File: src/rtl/print_console_pkg.sv
// print_console_pkg: shared register offsets, status bit positions, bus FSM states
// and the STATUS word packing helper for the console device.
package print_console_pkg;
   localparam logic [1:0] REG_TXDATA = 2'd0;
   localparam logic [1:0] REG_STATUS = 2'd1;
   localparam logic [1:0] REG_COUNT  = 2'd2;
   localparam int ST_EMPTY   = 0;
   localparam int ST_FULL    = 1;
   localparam int ST_OCC_LSB = 8;
   typedef enum logic [1:0] {S_IDLE, S_RESP, S_WAIT_SPACE} bus_state_e;
   function automatic logic [31:0] status_word(input logic empty, input logic full, input logic [7:0] occ);
      logic [31:0] w;
      w = '0;
      w[ST_EMPTY] = empty;
      w[ST_FULL] = full;
      w[ST_OCC_LSB +: 8] = occ;
      return w;
   endfunction
endpackage

File: src/rtl/print_console_if.sv
// print_console_if: peripheral valid/ready bus between CPU (master) and console (slave).
//   print_valid/instr/addr/wdata/wstrb : request, held by master until print_ready
//   print_rdata/print_ready           : one-cycle completion with read data
interface print_console_if;
   logic        print_valid;
   logic        print_instr;
   logic [31:0] print_addr;
   logic [31:0] print_wdata;
   logic [3:0]  print_wstrb;
   logic [31:0] print_rdata;
   logic        print_ready;
   modport master (output print_valid, print_instr, print_addr, print_wdata, print_wstrb,
                   input  print_rdata, print_ready);
   modport slave  (input  print_valid, print_instr, print_addr, print_wdata, print_wstrb,
                   output print_rdata, print_ready);
endinterface

File: src/rtl/print_fifo.sv
// print_fifo: synchronous FIFO with extra-MSB pointers for full/empty detection.
//   clock_i/reset_i : clock, sync active-high reset
//   push_i/data_i   : write (caller only pushes when not full or popping same cycle)
//   pop_i/data_o    : read head (caller only pops when not empty)
//   full_o/empty_o/count_o : status and occupancy
module print_fifo #(
   parameter int DEPTH = 16,
   parameter int WIDTH = 8,
   localparam int AW = $clog2(DEPTH)
) (
   input  logic             clock_i,
   input  logic             reset_i,
   input  logic             push_i,
   input  logic [WIDTH-1:0] data_i,
   input  logic             pop_i,
   output logic [WIDTH-1:0] data_o,
   output logic             full_o,
   output logic             empty_o,
   output logic [AW:0]      count_o
);
   logic [WIDTH-1:0] mem_q [DEPTH];
   logic [AW:0] wr_q, rd_q;
   always_ff @(posedge clock_i) begin
      if (reset_i) begin
         wr_q <= '0;
         rd_q <= '0;
      end else begin
         if (push_i) wr_q <= wr_q + 1'b1;
         if (pop_i) rd_q <= rd_q + 1'b1;
      end
   end
   always_ff @(posedge clock_i) begin
      if (push_i) mem_q[wr_q[AW-1:0]] <= data_i;
   end
   assign data_o  = mem_q[rd_q[AW-1:0]];
   assign empty_o = wr_q == rd_q;
   // same slot index but opposite lap bit means the writer is one full lap ahead
   assign full_o  = (wr_q[AW] != rd_q[AW]) && (wr_q[AW-1:0] == rd_q[AW-1:0]);
   assign count_o = wr_q - rd_q;
endmodule

File: src/rtl/print_console.sv
// print_console: memory-mapped console; stored bytes queue in a TX FIFO and drain
// one per DRAIN_DIV cycles onto char_valid_o/char_data_o (echoed to the sim log).
//   clock_i/reset_i : clock, sync active-high reset
//   bus             : peripheral slave port (TXDATA/STATUS/COUNT registers)
//   char_valid_o    : one-cycle pulse per drained byte
//   char_data_o     : last drained byte
module print_console
   import print_console_pkg::*;
#(
   parameter int FIFO_DEPTH = 16,
   parameter int DRAIN_DIV  = 4
) (
   input  logic           clock_i,
   input  logic           reset_i,
   print_console_if.slave bus,
   output logic           char_valid_o,
   output logic [7:0]     char_data_o
);
   localparam int AW = $clog2(FIFO_DEPTH);
   localparam int CW = (DRAIN_DIV > 1) ? $clog2(DRAIN_DIV) : 1;
   localparam logic [CW-1:0] DIV_LAST = CW'(DRAIN_DIV - 1);
   bus_state_e state_q, state_d;
   logic [31:0] rdata_q, rdata_d, count_q;
   logic [CW-1:0] div_q, div_d;
   logic char_valid_q;
   logic [7:0] char_data_q, head;
   logic full, empty, drain, accept, push, wr_tx, rd_req;
   logic [AW:0] occ;
   logic unused_bits;
   assign unused_bits = ^{bus.print_addr[31:4], bus.print_addr[1:0], bus.print_wdata[31:8]};
   assign wr_tx  = !bus.print_instr && bus.print_wstrb[0] && bus.print_addr[3:2] == REG_TXDATA;
   assign rd_req = !bus.print_instr && bus.print_wstrb == 4'b0000;
   assign drain  = !empty && div_q == DIV_LAST;
   assign push   = accept && wr_tx;
   assign div_d  = (empty || drain) ? '0 : div_q + 1'b1;
   always_comb begin
      state_d = state_q;
      accept = 1'b0;
      rdata_d = '0;
      case (state_q)
         // a push into a full FIFO is only taken now if a drain frees the slot this cycle
         S_IDLE: if (bus.print_valid) begin
            if (wr_tx && full && !drain) state_d = S_WAIT_SPACE;
            else begin
               accept = 1'b1;
               state_d = S_RESP;
            end
         end
         S_WAIT_SPACE: if (!full) begin
            accept = 1'b1;
            state_d = S_RESP;
         end
         default: state_d = S_IDLE;
      endcase
      if (accept && rd_req)
         rdata_d = bus.print_addr[3:2] == REG_STATUS ? status_word(empty, full, 8'(occ)) :
                   bus.print_addr[3:2] == REG_COUNT  ? count_q : '0;
   end
   always_ff @(posedge clock_i) begin
      if (reset_i) begin
         state_q <= S_IDLE;
         rdata_q <= '0;
         div_q <= '0;
         count_q <= '0;
         char_valid_q <= 1'b0;
         char_data_q <= '0;
      end else begin
         state_q <= state_d;
         rdata_q <= rdata_d;
         div_q <= div_d;
         char_valid_q <= drain;
         if (drain) begin
            char_data_q <= head;
            count_q <= count_q + 32'd1;
         end
      end
   end
`ifndef SYNTHESIS
   always_ff @(posedge clock_i) begin
      if (!reset_i && drain) $write("%c", head);
   end
`endif
   print_fifo #(.DEPTH(FIFO_DEPTH), .WIDTH(8)) u_fifo (
      .clock_i (clock_i),
      .reset_i (reset_i),
      .push_i  (push),
      .data_i  (bus.print_wdata[7:0]),
      .pop_i   (drain),
      .data_o  (head),
      .full_o  (full),
      .empty_o (empty),
      .count_o (occ)
   );
   assign bus.print_ready = state_q == S_RESP;
   assign bus.print_rdata = rdata_q;
   assign char_valid_o = char_valid_q;
   assign char_data_o = char_data_q;
endmodule

File: src/flat_wrapper.sv
// flat-port wrapper written by rule: the top's interface ports become plain ports
module print_console_flat import print_console_pkg::*;
#(
   parameter int FIFO_DEPTH = 16,
   parameter int DRAIN_DIV  = 4
)
  (clock_i, reset_i, char_valid_o, char_data_o, bus_print_valid, bus_print_instr, bus_print_addr, bus_print_wdata, bus_print_wstrb, bus_print_rdata, bus_print_ready);
  print_console_if bus_i ();
  input  logic clock_i;
  input  logic reset_i;
  output logic char_valid_o;
  output logic [7:0] char_data_o;
  input wire logic [$bits(bus_i.print_valid)-1:0] bus_print_valid;
  input wire logic [$bits(bus_i.print_instr)-1:0] bus_print_instr;
  input wire logic [$bits(bus_i.print_addr)-1:0] bus_print_addr;
  input wire logic [$bits(bus_i.print_wdata)-1:0] bus_print_wdata;
  input wire logic [$bits(bus_i.print_wstrb)-1:0] bus_print_wstrb;
  output wire logic [$bits(bus_i.print_rdata)-1:0] bus_print_rdata;
  output wire logic [$bits(bus_i.print_ready)-1:0] bus_print_ready;
  assign bus_i.print_valid = bus_print_valid;
  assign bus_i.print_instr = bus_print_instr;
  assign bus_i.print_addr = bus_print_addr;
  assign bus_i.print_wdata = bus_print_wdata;
  assign bus_i.print_wstrb = bus_print_wstrb;
  assign bus_print_rdata = bus_i.print_rdata;
  assign bus_print_ready = bus_i.print_ready;
  print_console #(.FIFO_DEPTH(FIFO_DEPTH), .DRAIN_DIV(DRAIN_DIV)) u_core (.clock_i(clock_i), .reset_i(reset_i), .bus(bus_i), .char_valid_o(char_valid_o), .char_data_o(char_data_o));
endmodule
File: config.mk
export PLATFORM = sky130hd
export DESIGN_NAME = print_console_flat
export DESIGN_NICKNAME = d
export VERILOG_FILES = /design/src/rtl/print_console_pkg.sv /design/src/rtl/print_console_if.sv /design/src/rtl/print_fifo.sv /design/src/rtl/print_console.sv /design/src/flat_wrapper.sv
export SDC_FILE = /design/constraint.sdc
export NUM_CORES = 1
export LEC_CHECK = 0
export CORE_ASPECT_RATIO = 0.75
export CORE_MARGIN = 2
export CORE_UTILIZATION = 55
export CTS_CLUSTER_SIZE = 24
export DETAILED_ROUTE_END_ITERATION = 6
export GPL_ROUTABILITY_DRIVEN = 0
export GPL_TIMING_DRIVEN = 0
export PLACE_DENSITY_LB_ADDON = 0.25
export RECOVER_POWER = 50
export SYNTH_ARGS = -nofsm -noshare
export SYNTH_HDL_FRONTEND = slang
export SYNTH_SLANG_ARGS = --single-unit
File: constraint.sdc
create_clock -name clock_i -period 3.4 [get_ports clock_i]
set_input_delay 0.68 -clock clock_i [delete_from_list [all_inputs] [get_ports clock_i]]
set_output_delay 0.68 -clock clock_i [all_outputs]
set_load 0.005 [all_outputs]
# == After elaboration in Yosys (flattened, before gate mapping) ==
# Memories as Yosys holds them, arrays and structs flattened. A register that Yosys moved wholly into a read port is not among the register bits.
# Index checks and enable logic that the tools add are counted.
# word_totals
mem_count,1
elab_cells,58
ram_bits,128
in_bits,72
output_inout_bits,42
ff_bits,79
# op_classes
n_eq_ne,10
mux,12
n_addsub,5
n_reduce_logical,20
n_bitwise,2
# mem_list
name,words,word_bits,read_ports,rd_clocked_by_memory_dff,write_ports,line_no,rtl
u_core.u_fifo.mem_q,16,8,1,1,1,print_fifo.sv:21,logic [WIDTH-1:0] mem_q [DEPTH];
# op_table
operator,count
32-bit by 1-bit adder with 32-bit output (second input constant),1
13-bit 2-to-1 mux,2
5-bit by 1-bit adder with 5-bit output (second input constant),2
1-bit logical AND,9
2-bit == test (second input constant),3
2-bit 2-to-1 mux,3
5-bit == test,1
1-bit 2-to-1 mux,5
5-bit subtractor,1
2-bit by 1-bit == test with 1-bit output (second input constant),2
4-bit == test,1
2-bit zero test,2
4-bit zero test,1
2-bit inequality test (second input constant),2
2-bit one-hot mux with 2 select lines,1
2-bit OR reduction,2
4-bit OR reduction,1
1-bit zero test,3
2-bit by 1-bit adder with 2-bit output (second input constant),1
1-bit inverter,2
1-bit one-hot mux with 2 select lines,1
2-bit AND reduction,1
1-bit logical OR,1
1-bit inequality test,1

# == Depth between registers and ports, before layout ==
# Gate-level depths: netlist of run 1.
# depth
ltp_word,11
ltp_mapped,10
mapped_depth_nobuf,7

# == Hierarchy ==
# From an unflattened synthesis of run 1, not the netlist that was laid out.
# unflattened
cells_unflattened,616
area_unflattened_um2,8680.8
# modules_own_cells
module,n_inst,cells_each,area_each_um2
print_fifo,1,290,5688.0
print_console,1,326,2992.9

# == Worst setup path after synthesis of run 1 ==
# Ideal clock, no wire load.
# synth_path
path_type,register to register
startpoint,register u_core.u_fifo.rd_q[1]
endpoint,"memory u_core.u_fifo.mem_q[3][0], enable pin"
t_arrival_ns,2.463
path_slack_ns,0.554
required_time_ns,3.017
stages_incl_launch_ff,9
path_buffers,2
path_cell_list,dfxtp_1 -> buf_2 -> buf_1 -> inv_1 -> ha_1 -> and4_1 -> a21oi_1 -> o211ai_1 -> nor3_1
# synth_via
elab_chain_cells,11
# synth_rtl
element,line_no,rtl
start: declaration,print_fifo.sv:22,"logic [AW:0] wr_q, rd_q;"
start signal: assignment,print_fifo.sv:29,if (pop_i) rd_q <= rd_q + 1'b1;
5-bit == test,print_fifo.sv:36,assign empty_o = wr_q == rd_q;
1-bit zero test,print_console.sv:33,assign drain = !empty && div_q == DIV_LAST;
1-bit logical AND,print_console.sv:33,
1-bit zero test,print_console.sv:43,if (wr_tx && full && !drain) state_d = S_WAIT_SPACE;
1-bit logical AND,print_console.sv:43,
1-bit 2-to-1 mux,print_console.sv:43,
1-bit 2-to-1 mux,print_console.sv:42,S_IDLE: if (bus.print_valid) begin
1-bit one-hot mux with 2 select lines *,print_console.sv:40,case (state_q)
1-bit logical AND *,print_console.sv:34,assign push = accept && wr_tx;
1-bit 2-to-1 mux *,print_fifo.sv:33,if (push_i) mem_q[wr_q[AW-1:0]] <= data_i;
1-bit 2-to-1 mux (not written as such) *,print_fifo.sv:33,
end: declaration,print_fifo.sv:21,
# Mark *: on every way between the ends. The rest lies on a longest branch, timed or not.

# == Worst setup path after layout of run 1 ==
# layout_path
startpoint,register u_core.u_fifo.rd_q[3]
endpoint,"memory u_core.u_fifo.mem_q[6][5], enable pin"
# Same word-level chain as after synthesis.

==> results of run 1 <==
## routing by layer
layer	share of wire	global-route usage	up-vias
li1	-	-	2562
met1	0.44	0.377	2828
met2	0.45	0.366	233
met3	0.087	0.0459	30
met4	0.017	0.0546	0
met5	0	0	-
## area by class of cell
| class | count | area [µm²] |
|---|---|---|
| fill | 1061 | 5160 |
| clock inverter | 13 | 143 |
| inverter | 9 | 33.8 |
| sequential | 215 | 5590 |
| tap | 205 | 256 |
| clock buffer | 23 | 533 |
| multi-input combinational | 357 | 2830 |
| buffer | 34 | 144 |
| timing repair buffer | 59 | 591 |
## how the worst max path moves through the flow
stage	from	endpoint	slack, ns
global placement	u_core.u_fifo.rd_q[1]	u_core.u_fifo.mem_q[3][0]	-0.53
detailed placement	u_core.u_fifo.rd_q[1]	u_core.u_fifo.mem_q[7][0]	-0.23
finish	u_core.u_fifo.rd_q[3]	u_core.u_fifo.mem_q[6][5]	0.24
CTS	u_core.u_fifo.rd_q[1]	u_core.u_fifo.mem_q[6][7]	0.29
global route	u_core.u_fifo.rd_q[3]	u_core.u_fifo.mem_q[6][7]	0.03
floorplan	u_core.u_fifo.rd_q[1]	u_core.u_fifo.mem_q[3][0]	0.55
## kinds of logic after synthesis
| family | Yosys count |
|---|---|
| flip-flops | 215 |
| XOR/XNOR | 11 |
| multiplexers | 36 |
| AO/OA/AOI/OAI | 121 |
| adder cells (fa/ha/maj) | 12 |
| AND/OR/NAND/NOR | 177 |
| buffers and inverters | 44 |
## metrics by stage
stage | std cells | utilization | setup TNS, ns
2_1_floorplan | 616 | - | 0
3_3_place_gp | 880 | 0.618 | -9.70
3_5_place_dp | 880 | 0.619 | -14.69
4_1_cts | 915 | 0.663 | 0
5_1_grt | 915 | 0.662 | 0
6_report | 915 | 0.662 | 0
## power by group
part | switching, mW | internal (mW)
logic | 0.0587 | 0.0270
registers | 0.00120 | 2.76
clock network | 0.931 | 1.36
## registers in the layout, indices dropped and copies added (netlist names)
name                    flops
u_core.div_q                2
u_core.u_fifo.rd_q          5
u_core.state_q              2
u_core.char_valid_o         1
u_core.bus.print_rdata     32
u_core.u_fifo.wr_q          5
u_core.u_fifo.mem_q       128
u_core.count_q             32
u_core.char_data_o          8
## cell usage after synthesis, types with 2 or more instances
master	count
a21o_1	2
a21oi_1	34
a22oi_1	10
a311oi_1	2
a31oi_1	16
and2_1	30
and3_1	14
and4_1	7
buf_2	12
clkbuf_1	21
dfxtp_1	87
edfxtp_1	128
ha_1	11
inv_1	9
mux2_1	3
mux4_2	32
nand2_1	24
nand3_1	11
nand4_1	9
nor2_1	30
nor2b_1	12
nor3_1	4
nor4_1	4
nor4b_1	2
o2111ai_1	5
o211ai_1	7
o21a_1	3
o21ai_0	10
o21bai_1	7
o31ai_1	17
or3_1	9
or4_1	18
xnor2_1	4
xor2_1	7
## timing repair
action | in CTS | in global routing
buffers inserted | 0 | 0
endpoints found under the setup margin | 88 | 0
resized for setup | 2 | 0
## placed cells by master, fill, tap and decap left out, types with 14 or more instances in the layout
cell / instances
dlygate4sd3_1: 50
mux4_2: 32
o31ai_1: 17
a31oi_1: 16
and3_1: 14
clkbuf_1: 25
nor2_1: 30
dfxtp_1: 87
clkbuf_16: 21
edfxtp_1: 128
or4_1: 18
nand2_1: 24
and2_1: 30
a21oi_1: 34
==> run_results.csv, run 1 <==
group,metric,value,unit
clocking,clock_sinks,215,
global_routing,gr-usage-all-layers,0.244,
power,ir_worst_vdd,309,µV
worst_setup_path,criticalPathCategory,"register to register",
route,ant_nets,0,
floorplanning,die_h,112,µm
worst_setup_path,critPathTopFamily,"simple AND/OR/NAND/NOR gates",
timing,relSlewSlack,0.434,
global_routing,grt_pass1_wl,30900,µm
worst_setup_path,worst_ep_required_time,3.52,ns
yosys,yosys_warnings,0,
route,wirelength,19600,µm
yosys,synth_top_area_cell,"edfxtp_1",
status,outcome,"completed",
yosys,synthArstFlopShare,0,
clocking,cts_root_buf,"clkbuf_16",
clocking,clkTransAtPathRegs,0.06,ns
timing,skew,0.0151,ns
worst_setup_path,reg2reg_to,"u_core.u_fifo.mem_q[6][5]",
worst_setup_path,end_kind,"register",
clocking,cts_max_level,1,
yosys,synth_edf_count,128,
timing,rsz0062_at_grt,"no",
clocking,worstSkewPairLatency,0.50,ns
power,power,5.13,mW
yosys,muxShareOfSynthArea,0.0891,
yosys,synth_compound_area_frac,0.0934,
yosys,synthAdderAreaFrac,0.0183,
worst_setup_path,crit_buf_inv,3,
worst_setup_path,r2r-start,"u_core.u_fifo.rd_q[3]",
timing,finalWorstPathRequiredPeriod,3.16,ns
timing,drv_slew,0,
global_routing,antenna_found_initial,0,
route,wl_per_cell,21.5,µm
yosys,synth_top_area_share,0.447,
global_routing,grt_max_degree,18,
worst_setup_path,worstPathArrival,3.28,ns
yosys,synth_cell_types,49,
cells_and_area,drive_gt1_frac,0.113,
worst_setup_path,slowest_stage,"and3_1",
global_routing,grt_overflow,0,
floorplanning,ios,114,
route,first_iter_violations,543,
cells_and_area,final_cell_area,10100,µm²
timing,clock.fmax,0.317,GHz
min_path,holdPathEnd,"u_core.div_q[0]",
worst_setup_path,critical_path_cell_count,8,
timing,hold_ws,0.457,ns
cells_and_area,final_nets,781,
timing,final_hold_viol_count,0,
yosys,syn_area,8600,µm²
yosys,synth_xor_area_frac,0.0112,
yosys,syn_nets,700,
min_path,hp-start,"u_core.div_q[0]",
timing,finalSetupViolCount,0,
yosys,synth_area_leaders,"edfxtp_1, dfxtp_1, mux4_2, and2_1, a21oi_1",
job,drv_cap,0,
floorplanning,die_x,148,µm
clocking,clock_tree.buffer_depth,3,
place,dpl.hpwl,13100,µm
clocking,cts_buffers,21,
place,pre_cts_slack,-0.234,ns
yosys,synthFlopType,"edfxtp_1",
worst_setup_path,critPathMaxFanout,10,
power,leakagePower,3.43,nW
floorplanning,start_util,0.563,
route,firstDrtPassIters,5,
place,portBuffers,59,
route,vias,5653,
worst_setup_path,max_stage_delay,0.55,ns
worst_setup_path,reg2reg_depth,8,
place,dpl_cell_area,9450,µm²
worst_setup_path,startpoint_type,"register",
timing,period_share,0.929,
yosys,synth-seq-area-share,0.650,
yosys,synth_cells,616,
floorplanning,die_area,16700,µm²
route,drc,0,
cells_and_area,antenna_cells,0,
floorplanning,core_area,15300,µm²
min_path,min_path_cells,1,
worst_setup_path,path_cells,"clkbuf_1 -> inv_1 -> ha_1 -> and4_1 -> a211o_1 -> nand2_1 -> buf_2 -> and3_1",
timing,tightestPinTransition,0.837,ns
clocking,cts_hold_buffers,0,
global_routing,grt_pass1_vias,5483,
yosys,syn_avg_cell_area,14.0,µm²
min_path,min_path_type,"register to register",
timing,setup_slack,0.242,ns
worst_setup_path,r2r_slack,0.24,ns
yosys,synth-seq-cells,215,
power,powerDensity,507,nW/µm²
route,drt-vias-per-instance,6.18,
clocking,cts_tree,"built",
floorplanning,rows,39,
yosys,synth_top_family_by_area,"simple AND/OR/NAND/NOR gates",
yosys,synth-simple-area-share,0.117,
cells_and_area,synthToLayoutAreaGrowth,17.7,%
Power figures use the tool's default switching activity.
==> inputs of run 2 (changes only) <==
--- a/config.mk
+++ b/config.mk
@@ -14,6 +14,7 @@
 export GPL_TIMING_DRIVEN = 0
 export PLACE_DENSITY_LB_ADDON = 0.25
 export RECOVER_POWER = 50
+export SLEW_MARGIN = 25
 export SYNTH_ARGS = -nofsm -noshare
 export SYNTH_HDL_FRONTEND = slang
 export SYNTH_SLANG_ARGS = --single-unit
==> run 2 against run 1 <==
  * Flip-flop and latch count did not move
  * Combinational power barely moved
  * Register-to-register slack got worse by 0.02 ns
  * Global-route usage fell by 0.27 points
  * Sequential power barely moved
  * Clock power fell by 5%
  * Critical path depth did not move
  * Clock skew fell by 0.0059 ns
  * Fmax fell by 0.48%
  * First-iteration DRC count did not move
==> run_results.csv, run 2 (synthesis results as in run 1) <==
group,metric,value,unit
status,outcome,"completed",
cells_and_area,largest_reg_flops,128,
place,dpl_cell_area,9460,µm²
cells_and_area,synthToLayoutAreaGrowth,17.4,%
global_routing,grt_overflow,0,
route,wl_per_cell,21.4,µm
route,drc,0,
place,pre_cts_slack,-0.191,ns
worst_setup_path,criticalPathCategory,"register to register",
timing,skew,0.00922,ns
floorplanning,rows,39,
min_path,min_path_type,"register to register",
route,ant_nets,0,
worst_setup_path,end_kind,"register",
worst_setup_path,worstPathArrival,3.30,ns
place,portBuffers,59,
route,first_iter_violations,543,
global_routing,antenna_found_initial,0,
clocking,clock_sinks,215,
route,vias,5651,
floorplanning,core_area,15300,µm²
min_path,min_path_cells,1,
global_routing,grt_max_degree,18,
power,ir_worst_vdd,311,µV
global_routing,gr-usage-all-layers,0.242,
timing,rsz0062_at_grt,"no",
clocking,cts_tree,"built",
worst_setup_path,slowest_stage,"and3_1",
cells_and_area,final_cell_area,10100,µm²
cells_and_area,nFillCells,1045,
job,drv_cap,0,
place,dpl.hpwl,13200,µm
clocking,cts_buffers,20,
cells_and_area,final_cell_mix,"edfxtp_1, dfxtp_1, dlygate4sd3_1",
timing,drv_slew,0,
cells_and_area,mostFrequentLayoutCell,"edfxtp_1",
place,place_inst,881,
clocking,cts_hold_buffers,0,
timing,period_share,0.933,
clocking,cts_setup_buffers,0,
route,wirelength,19600,µm
worst_setup_path,reg2reg_depth,8,
floorplanning,start_util,0.563,
power,leakagePower,3.44,nW
cells_and_area,antenna_cells,0,
global_routing,grt_pass1_wl,30700,µm
cells_and_area,fin_cells,916,
power,powerDensity,498,nW/µm²
floorplanning,die_area,16700,µm²
timing,finalSetupViolCount,0,
floorplanning,ios,114,
clocking,cts_root_buf,"clkbuf_16",
clocking,cts_max_level,1,
route,drt-vias-per-instance,6.17,
timing,setup_slack,0.227,ns
worst_setup_path,worst_path_most_repeated_cell,"buf_2",
worst_setup_path,worst_ep_required_time,3.52,ns
clocking,clock_tree.buffer_depth,3,
worst_setup_path,critPathMaxFanout,17,
worst_setup_path,path_cells,"buf_2 -> inv_1 -> ha_1 -> and4_1 -> a211o_1 -> nand2_1 -> buf_2 -> and3_1",
floorplanning,die_h,112,µm
timing,finalWorstPathRequiredPeriod,3.17,ns
timing,clock.fmax,0.315,GHz
clocking,clkTransAtPathRegs,0.07,ns
floorplanning,die_x,148,µm
timing,final_hold_viol_count,0,
worst_setup_path,max_stage_delay,0.56,ns
route,firstDrtPassIters,5,
timing,tightestPinTransition,0.771,ns
clocking,worstSkewPairLatency,0.49,ns
cells_and_area,fin_util,0.661,
worst_setup_path,startpoint_type,"register",
global_routing,grt_pass1_vias,5429,
timing,relSlewSlack,0.479,
cells_and_area,final_nets,781,
cells_and_area,drive_gt1_frac,0.115,
run 2: cell types whose count changed in the layout (fill, tap and decap cells not counted), sizes merged:
cell / previous run / this run
buf: 11 / 13
clkinvlp: 5 / 0
inv: 9 / 11
bufinv: 3 / 0
clkbuf: 46 / 51
run 2: worst paths after layout:
| check | start | end | slack (ns) |
|---|---|---|---|
| worst max-delay path | u_core.u_fifo.rd_q[1] | u_core.u_fifo.mem_q[6][6] | 0.23 |
| worst min-delay path | u_core.state_q[0] | u_core.state_q[1] | 0.46 |
| worst max register to register | u_core.u_fifo.rd_q[1] | u_core.u_fifo.mem_q[6][6] | 0.23 |
| worst min register to register | u_core.state_q[0] | u_core.state_q[1] | 0.46 |
run 2: where the power goes:
group	total, mW	switching, mW	internal (mW)
registers	2.76	0.00120	2.76
logic	0.0860	0.0589	0.0270
clock network	2.18	0.934	1.25
total	5.02	0.994	4.03
run 2: critical path: cells and delay by family, from the launching register on:
kind / cells / cell delay, ns
buffers and inverters: 3 / 0.72
and+or+nand+nor: 3 / 0.96
adders and majority gates: 1 / 0.32
DFF: 1 / 0.40
AOI/OAI and AO/OA: 1 / 0.39
run 2: metal layers:
layer,vias to the layer above,track usage,part of all wire
met5,-,0,0
li1,2558,-,-
met2,248,0.351,0.44
met3,39,0.0565,0.087
met4,0,0.0552,0.019
met1,2806,0.375,0.46
run 2: metrics by stage:
| step | total power, mW | setup TNS, ns | hold slack [ns] |
|---|---|---|---|
| floorplan | 2.84 | 0 | 0.408 |
| global placement | 2.90 | -9.70 | 0.417 |
| detailed placement | 2.90 | -13.33 | 0.446 |
| CTS | 5.04 | 0 | 0.459 |
| global route | 5.17 | 0 | 0.480 |
| finish | 5.02 | 0 | 0.463 |
run 2: timing repair:
action | in CTS | in global routing
gates cloned | 0 | 0
gates resized for setup | 1 | 1
setup endpoints to repair | 80 | 8
run 2: final cells by class:
type | instances | area [µm²] | area share
clock inverter | 7 | 38.8 | 0.00384
tap | 205 | 256 | 0.0254
timing repair buffer | 60 | 598 | 0.0592
sequential | 215 | 5590 | 0.553
inverter | 9 | 33.8 | 0.00335
clock buffer | 29 | 607 | 0.0601
multi-input combinational | 357 | 2830 | 0.280
buffer | 34 | 145 | 0.0144
==> inputs of run 3 (changes only) <==
--- a/config.mk
+++ b/config.mk
@@ -12,7 +12,7 @@
 export DETAILED_ROUTE_END_ITERATION = 6
 export GPL_ROUTABILITY_DRIVEN = 0
 export GPL_TIMING_DRIVEN = 0
-export PLACE_DENSITY_LB_ADDON = 0.25
+export PLACE_DENSITY = 0.82
 export RECOVER_POWER = 50
 export SLEW_MARGIN = 25
 export SYNTH_ARGS = -nofsm -noshare
==> run 3 against run 2 <==
  * Power up 2.0%
  * Critical endpoint is now u_core.u_fifo.mem_q[5][3]
  * Register-to-register slack gained 0.05 ns
  * Flip-flop and latch count unchanged
  * Clock-buffer cell count up 4
  * Critical path type unchanged
  * Cell area rose by 0.29%
  * Critical path depth unchanged
==> run_results.csv, run 3 (synthesis results as in run 1) <==
group,metric,value,unit
status,outcome,"completed",
timing,relSlewSlack,0.471,
power,switching_power,985,µW
worst_setup_path,r2r_slack,0.28,ns
floorplanning,start_util,0.563,
floorplanning,ios,114,
cells_and_area,final_cell_area,10100,µm²
global_routing,grt_pass1_wl,30600,µm
route,ant_nets,0,
cells_and_area,fin_cells,915,
place,dpl_cell_area,9450,µm²
timing,finalSetupViolCount,0,
clocking,cts_root_buf,"clkbuf_16",
worst_setup_path,startpoint_type,"register",
clocking,cts_tree,"built",
place,place_inst,880,
worst_setup_path,path_cells,"clkbuf_1 -> inv_1 -> ha_1 -> and4_1 -> a211o_1 -> nand2_1 -> buf_2 -> and3_1",
floorplanning,rows,39,
timing,clock.fmax,0.321,GHz
cells_and_area,nFillCells,1030,
timing,period_share,0.918,
floorplanning,core_area,15300,µm²
cells_and_area,final_nets,781,
global_routing,grt_pass1_vias,5608,
global_routing,gr-usage-all-layers,0.237,
cells_and_area,mostFrequentLayoutCell,"edfxtp_1",
job,drv_cap,0,
route,firstDrtPassIters,6,
min_path,min_path_type,"register to register",
cells_and_area,fin_util,0.663,
timing,tns,0,ns
clocking,clock_sinks,215,
place,pre_cts_slack,-0.124,ns
power,netSwitchingFraction,0.192,
route,wirelength,19600,µm
route,drc,0,
clocking,clock_tree.buffer_depth,3,
power,leakagePower,3.44,nW
global_routing,antenna_found_initial,0,
route,vias,5764,
worst_setup_path,max_stage_delay,0.50,ns
floorplanning,die_h,112,µm
clocking,cts_max_level,1,
worst_setup_path,criticalPathCategory,"register to register",
worst_setup_path,end_kind,"register",
cells_and_area,largest_reg_flops,128,
timing,tightestPinTransition,0.794,ns
route,first_iter_violations,623,
cells_and_area,antenna_cells,0,
floorplanning,die_x,148,µm
timing,drv_slew,0,
place,portBuffers,59,
global_routing,grt_max_degree,18,
floorplanning,die_area,16700,µm²
clocking,cts_setup_buffers,0,
timing,final_hold_viol_count,0,
power,combPwrFrac,0.017,
cells_and_area,synthToLayoutAreaGrowth,17.8,%
timing,rsz0062_at_grt,"no",
route,wl_per_cell,21.5,µm
timing,finalWorstPathRequiredPeriod,3.12,ns
clocking,cts_buffers,21,
cells_and_area,final_cell_mix,"edfxtp_1, dfxtp_1, dlygate4sd3_1",
worst_setup_path,slowest_stage,"and3_1",
route,drt-vias-per-instance,6.30,
power,power,5.12,mW
power,p_int,4.14,mW
place,dpl.hpwl,13300,µm
worst_setup_path,critPathMaxFanout,10,
worst_setup_path,worst_ep_required_time,3.54,ns
cells_and_area,drive_gt1_frac,0.113,
power,clkPwrFrac,0.445,
clocking,clkTransAtPathRegs,0.06,ns
clocking,worstSkewPairLatency,0.50,ns
timing,skew,0.0201,ns
power,ir_worst_vdd,308,µV
global_routing,grt_overflow,0,
worst_setup_path,worstPathArrival,3.26,ns
power,pwr-share-seq,0.538,
clocking,cts_hold_buffers,0,
timing,hold_ws,0.430,ns
timing,setup_slack,0.280,ns
power,powerDensity,506,nW/µm²
## run 3: cell types whose count changed in the layout (fill, tap and decap cells not counted), sizes merged
cell,previous run,this run
clkinv,5,1
buf,13,11
inv,11,10
bufinv,0,1
clkbuf,51,56
## run 3: what timing repair did
action                                  CTS  global route
hold endpoints to repair                  0             0
resized for setup                         2             0
endpoints found under the setup margin   96             0
## run 3: area by class of cell
| cell class | instances | area, µm² | area share |
|---|---|---|---|
| sequential | 215 | 5590 | 0.552 |
| multi-input combinational | 357 | 2840 | 0.280 |
| clock buffer | 33 | 634 | 0.0627 |
| timing repair buffer | 59 | 591 | 0.0583 |
| tap | 205 | 256 | 0.0253 |
| buffer | 34 | 144 | 0.0142 |
| clock inverter | 3 | 43.8 | 0.00433 |
| inverter | 9 | 33.8 | 0.00334 |
## run 3: metal layers
metal,global-route usage,part of all wire
met5,0,0
met4,0.0698,0.027
met3,0.0524,0.095
met2,0.365,0.46
met1,0.345,0.42
## run 3: power groups by stage
stage / Clock, mW / Sequential [mW] / Combinational (mW)
after floorplan: 0 / 2.81 / 0.0272
after global placement: 0 / 2.81 / 0.0822
after detailed placement: 0 / 2.81 / 0.0867
after CTS: 2.29 / 2.76 / 0.0872
after global routing: 2.39 / 2.76 / 0.0931
final: 2.28 / 2.76 / 0.0872
## run 3: final timing paths
check / to / cells after the start / startpoint
setup / recovery: u_core.u_fifo.mem_q[5][3] / 8 / u_core.u_fifo.rd_q[3]
hold reg to reg: u_core.div_q[0] / 1 / u_core.div_q[0]
setup reg to reg: u_core.u_fifo.mem_q[5][3] / 8 / u_core.u_fifo.rd_q[3]
hold / removal: u_core.div_q[0] / 1 / u_core.div_q[0]
## run 3: worst max-delay path, delay by kind of cell (launching register included)
kind / cells / cell delay [ns]
compound gates: 1 / 0.38
fa+ha+maj: 1 / 0.35
buf+inv: 3 / 0.70
flops: 1 / 0.39
simple gates: 3 / 0.93
